File: config.mk
export PLATFORM = sky130hd
export DESIGN_NAME = universal_shift_register_p
export DESIGN_NICKNAME = d
export VERILOG_FILES = /design/src/rtl/usr_pkg.sv /design/src/rtl/usr_shift_counter.sv /design/src/rtl/universal_shift_register_p.sv
export SDC_FILE = /design/constraint.sdc
export NUM_CORES = 1
export LEC_CHECK = 0
export BUFFER_PORTS_ARGS = -buffer_cell sky130_fd_sc_hd__buf_2
export CORE_UTILIZATION = 35
export CTS_BUF_LIST = sky130_fd_sc_hd__clkbuf_8
export DETAILED_ROUTE_END_ITERATION = 8
export GPL_TIMING_DRIVEN = 0
export MAX_ROUTING_LAYER = met4
export SLEW_MARGIN = 20
export SYNTH_ARGS = -nofsm -noshare
export SYNTH_HDL_FRONTEND = slang
export SYNTH_SLANG_ARGS = --single-unit
File: constraint.sdc
create_clock -name clk -period 2 [get_ports clk]
set_input_delay 0.1 -clock clk [delete_from_list [all_inputs] [get_ports clk]]
set_output_delay 0.1 -clock clk [all_outputs]
set_load 0.01 [all_outputs]
File: src/rtl/usr_pkg.sv
// Shared definitions for the universal shift register: ctrl codes and a shift-op helper.
package usr_pkg;

    localparam logic [2:0] USR_HOLD = 3'b000;
    localparam logic [2:0] USR_SHL  = 3'b001;
    localparam logic [2:0] USR_SHR  = 3'b010;
    localparam logic [2:0] USR_LOAD = 3'b011;
    localparam logic [2:0] USR_ROTL = 3'b100;
    localparam logic [2:0] USR_ROTR = 3'b101;
    localparam logic [2:0] USR_ASR  = 3'b110;
    localparam logic [2:0] USR_CLR  = 3'b111;

    // True for the ops that move bits and therefore advance the shift counter.
    function automatic logic is_shift(input logic [2:0] ctrl);
        return (ctrl == USR_SHL)  || (ctrl == USR_SHR) ||
               (ctrl == USR_ROTL) || (ctrl == USR_ROTR) ||
               (ctrl == USR_ASR);
    endfunction

endpackage

File: src/rtl/usr_shift_counter.sv
// Shift counter with wrap at WIDTH shifts and a registered one-cycle frame_done pulse.
module usr_shift_counter #(
    parameter int WIDTH = 8,
    parameter int CW    = $clog2(WIDTH + 1)
) (
    input  logic          clk,
    input  logic          reset,
    input  logic          en,
    input  logic          inc,
    input  logic          clr,
    output logic [CW-1:0] cnt,
    output logic          frame_done
);

    localparam logic [CW-1:0] LAST = CW'(WIDTH - 1);

    // Count enabled shifts; load/clear restart the frame, the WIDTH-th shift wraps and pulses.
    always_ff @(posedge clk or negedge reset) begin
        if (!reset) begin
            cnt        <= '0;
            frame_done <= 1'b0;
        end else if (!en) begin
            frame_done <= 1'b0;
        end else if (clr) begin
            cnt        <= '0;
            frame_done <= 1'b0;
        end else if (inc) begin
            if (cnt == LAST) begin
                cnt        <= '0;
                frame_done <= 1'b1;
            end else begin
                cnt        <= cnt + 1'b1;
                frame_done <= 1'b0;
            end
        end else begin
            frame_done <= 1'b0;
        end
    end

endmodule

File: src/rtl/universal_shift_register_p.sv
// Universal shift register: data register, op mux, serial outputs and the frame counter.
module universal_shift_register_p
    import usr_pkg::*;
#(
    parameter int WIDTH = 8,
    parameter int CW    = $clog2(WIDTH + 1)
) (
    input  logic             clk,
    input  logic             reset,
    input  logic             en,
    input  logic [2:0]       ctrl,
    input  logic [WIDTH-1:0] d,
    input  logic             sin_l,
    input  logic             sin_r,
    output logic [WIDTH-1:0] q,
    output logic             sout_msb,
    output logic             sout_lsb,
    output logic [CW-1:0]    cnt,
    output logic             frame_done
);

    logic [WIDTH-1:0] q_next;
    logic             restart;

    assign restart  = (ctrl == USR_LOAD) || (ctrl == USR_CLR);
    assign sout_msb = q[WIDTH-1];
    assign sout_lsb = q[0];

    // Next register value for every ctrl code; anything unexpected holds.
    always_comb begin
        q_next = q;
        case (ctrl)
            USR_HOLD: q_next = q;
            USR_SHL:  q_next = {q[WIDTH-2:0], sin_r};
            USR_SHR:  q_next = {sin_l, q[WIDTH-1:1]};
            USR_LOAD: q_next = d;
            USR_ROTL: q_next = {q[WIDTH-2:0], q[WIDTH-1]};
            USR_ROTR: q_next = {q[0], q[WIDTH-1:1]};
            USR_ASR:  q_next = {q[WIDTH-1], q[WIDTH-1:1]};
            USR_CLR:  q_next = '0;
            default:  q_next = q;
        endcase
    end

    // Data register only moves on enabled edges.
    always_ff @(posedge clk or negedge reset) begin
        if (!reset) begin
            q <= '0;
        end else if (en) begin
            q <= q_next;
        end
    end

    usr_shift_counter #(
        .WIDTH(WIDTH),
        .CW   (CW)
    ) u_counter (
        .clk       (clk),
        .reset     (reset),
        .en        (en),
        .inc       (is_shift(ctrl)),
        .clr       (restart),
        .cnt       (cnt),
        .frame_done(frame_done)
    );

endmodule

==> key figures <==
Floorplanning
  • Floorplan row count: 17
  • Core area: ~2200 sq um
  • I/O Pins: 31
  • Die ar.: ~2600 sq um
  • Die X: roughly 51 um
  • Initial Utilization: 0.378
  • Die H: ~50 um

Critical path
  • Critical setup path kind: register to register
  • Crit path DAT: between 1 and 1.5 ns
  • CP Max Fanout: 5
  • Nature of the critical path startpoint: register
  • CP max stage cell: dfrtp_1
  • Worst-path cell chain: a22o_1 > a221o_1 > a32o_1
  • Reg2reg start: q[1]
  • Crit path required time: ~2.1 ns
  • Setup crit end kind: register
  • R2r endpoint: q[0]
  • CP max stage delay: roughly 0.44 ns
  • Internal reg-to-reg setup slack: roughly 0.65 ns
  • Reg2Reg Depth: 3

Synthesis
  • Synth Flop Type: dfrtp_1
  • Synth Net Count: 114
  • Synth cell count leaders: nand2_1, dfrtp_1, o31ai_1
  • Netlist cell types: 32
  • Mux share of post-synthesis cell area: 0
  • Post-Syn Area: approximately 840 sq um
  • Most common cell in the netlist: nand2_1
  • Number of synthesized flops with an enable pin: 0
  • Synth Instances: between 90 and 100
  • Synth Area in Simple Gates: 0.205
  • Largest family of logic cells by synthesized area: compound AO/OA/AOI/OAI gates
  • Synth Warn #: 0
  • Async set or reset register ratio after synthesis: 1.00
  • Sequential area share after synthesis: 0.386
  • Xor and xnor area share after synthesis: 0.0208
  • Synth Area per Inst: 8.69 sq um
  • Area leader, netlist: dfrtp_1
  • Synth Area in Compound Gates: 0.309
  • Synth Area in Adders: 0.0148
  • Register bit count reported by yosys: 13
  • Synth top area share: 0.386
  • Area contributors post-synth: dfrtp_1, nand2_1, o31ai_1, a211oi_1, a221oi_1

Power
  • Leak: between 0.0005 and 0.0006 uW
  • Clk network pwr share: 0.260
  • Max VDD drop: about 0.42 mV
  • Flop pwr share: 0.429
  • Internal Power: 587 uW
  • Sw frac: 0.351
  • Power, Total: just over 900 uW
  • Switching power: roughly 320 uW
  • Pwr Density: 839 nW/um^2
  • Logic pwr share: 0.311

STA
  • Slew Limit Fails: 0
  • RSZ-0062 raised after global routing: no
  • Tmin final: 1.35 ns
  • Final-report setup violation count: 0
  • Worst rel slew slack: 0.702
  • Slew @ Worst Pin: around 0.44 ns
  • TNS Setup: 0 ns
  • Setup slack after layout: between 0.6 and 0.7 ns
  • Hold_ws: between 0.1 and 0.15 ns
  • Final Skew: between 0.004 and 0.005 ns
  • Fmax achieved: around 740 MHz
  • Final period utilization: 0.674
  • Final Hold Viols: 0

GRT
  • Initial antenna violation count: 0
  • Vias in the first global route: between 800 and 900
  • First-pass GRT wire length: ~4000 um
  • Tot GR Track Use: 0.210
  • Largest net degree at the start of global routing: 14
  • Grt ovf: 0

CTS
  • CTS tree: done
  • CTS sink count: 13
  • Root Driver: clkbuf_8
  • Num CTS Buffers: 3
  • Latest clock arrival within the worst-skew pair: 0.25 ns
  • Max clock buf depth: 2
  • Clock H-tree levels: 1
  • Post-CTS sizing: 0
  • Clock Pin Slew Worst Setup and Hold Paths: approximately 0.060 ns

Routing
  • Routed wire length: between 2000 and 2500 um
  • Antenna-violating nets left: 0
  • Iter 0 DRT Violations: 18
  • WL/cell: between 10 and 15 um
  • Drt drc: 0
  • Via total after detailed routing: 886
  • DRT Pass-1 Iters: 4
  • Average vias per placed instance: 5.57

Final layout
  • Layout area overhead: 27.9%
  • Final Net Count: around 150
  • Share of layout cells above drive strength 1: 0.321
  • Fillcell total: 238
  • Post-Route Utilization: 0.483
  • Diode count: 0

Hold path
  • Worst hold path cell count: 2
  • Hold Crit Start: en
  • HP Class: input pin to register
  • Worst Hold Path EP: q[2]

Placement
  • Post-Place Worst Slack: between 0.6 and 0.7 ns
  • PortBufs: 29
  • DP HPWL: approximately 1600 um
  • RePlAce Congestion: 0.835

Run
  • MaxCap Viol Count: 0

Outcome
  • Run status: completed
power groups by stage:
stage / Sequential (uW) / Combinational (uW) / Clock (uW)
after floorplan: 403 / 146 / 0
after global placement: 387 / 280 / 0
after detailed placement: 390 / 282 / 0
after CTS: 386 / 285 / 238
after global routing: 397 / 322 / 249
final: 388 / 281 / 236
logic make-up after synthesis:
family | count (synthesis)
compound gates | 34
simple gates | 36
buf+inv | 11
fa+ha+maj | 1
flops | 13
xor+xnor | 2
cell type report:
type,instances,area [sq um],area share
Tap cell,28,35.0,0.0325
Inverter,3,11.3,0.0104
Clock inverter,1,3.75,0.00348
Buffer,8,43.8,0.0406
Sequential cell,13,325,0.302
Timing Repair Buffer,30,155,0.144
Multi-Input combinational cell,73,463,0.429
Clock buffer,3,41.3,0.0383
state kept, by name (all words and copies together) (netlist names):
register	flops
u_counter.frame_done	1
q	8
u_counter.cnt	4
how the worst max path moves through the flow:
stage	startpoint	end	slack (ns)	cells after the start
after floorplan	q[1]	q[0]	0.71	3
after global placement	q[1]	q[0]	0.69	3
after detailed placement	q[1]	q[0]	0.67	3
after CTS	q[1]	q[0]	0.65	3
after global routing	q[1]	q[0]	0.61	3
final	q[1]	q[0]	0.65	3
through the flow:
| stage | cells | instance area, sq um |
|---|---|---|
| 2_1_floorplan | 97 | 843 |
| 3_3_place_gp | 154 | 1020 |
| 3_5_place_dp | 154 | 1020 |
| 4_1_cts | 159 | 1080 |
| 5_1_grt | 159 | 1080 |
| 6_report | 159 | 1080 |
critical path: cells and delay by family (launching register included):
kind	cells	cell delay (ns)
compound gates	3	0.78
flops	1	0.44
per-layer routing:
layer	vias up	GRT usage	routed length [um]
li1	436	-	-
met1	417	0.288	1110
met2	29	0.316	971
met3	4	0.0208	114
met4	0	0.0833	36
met5	-	-	0
what timing repair did:
action	CTS	global route
setup endpoints to repair	0	0
buffers inserted	0	0
hold buffers	1	0
hold endpoints to repair	13	0
cells in the final DEF, fill, tap and decap left out:
master | netlist | routed
a211oi_1 | 5 | 5
a21o_1 | 2 | 2
a21oi_1 | 3 | 3
a221o_1 | 1 | 1
a221oi_1 | 4 | 4
a22o_1 | 1 | 1
a2bb2oi_1 | 1 | 1
a31oi_1 | 2 | 2
a32o_1 | 1 | 1
a32oi_1 | 1 | 1
and3_1 | 5 | 5
buf_2 | 5 | 34
buf_4 | 2 | 2
clkbuf_1 | 1 | 1
clkbuf_8 | 0 | 3
dfrtp_1 | 13 | 13
dlygate4sd3_1 | 0 | 1
ha_1 | 1 | 1
inv_1 | 1 | 2
inv_2 | 2 | 2
nand2_1 | 17 | 17
nand2b_1 | 2 | 2
nand3_1 | 3 | 3
nand4_1 | 2 | 2
nor2_1 | 2 | 2
nor2b_1 | 4 | 4
nor3_1 | 1 | 1
o21ai_0 | 2 | 2
o22ai_1 | 1 | 1
o31a_1 | 1 | 1
o31ai_1 | 7 | 7
o31ai_2 | 1 | 1
o41ai_1 | 1 | 1
xor2_1 | 2 | 2
Note: power is estimated with default switching activity, not from simulation.
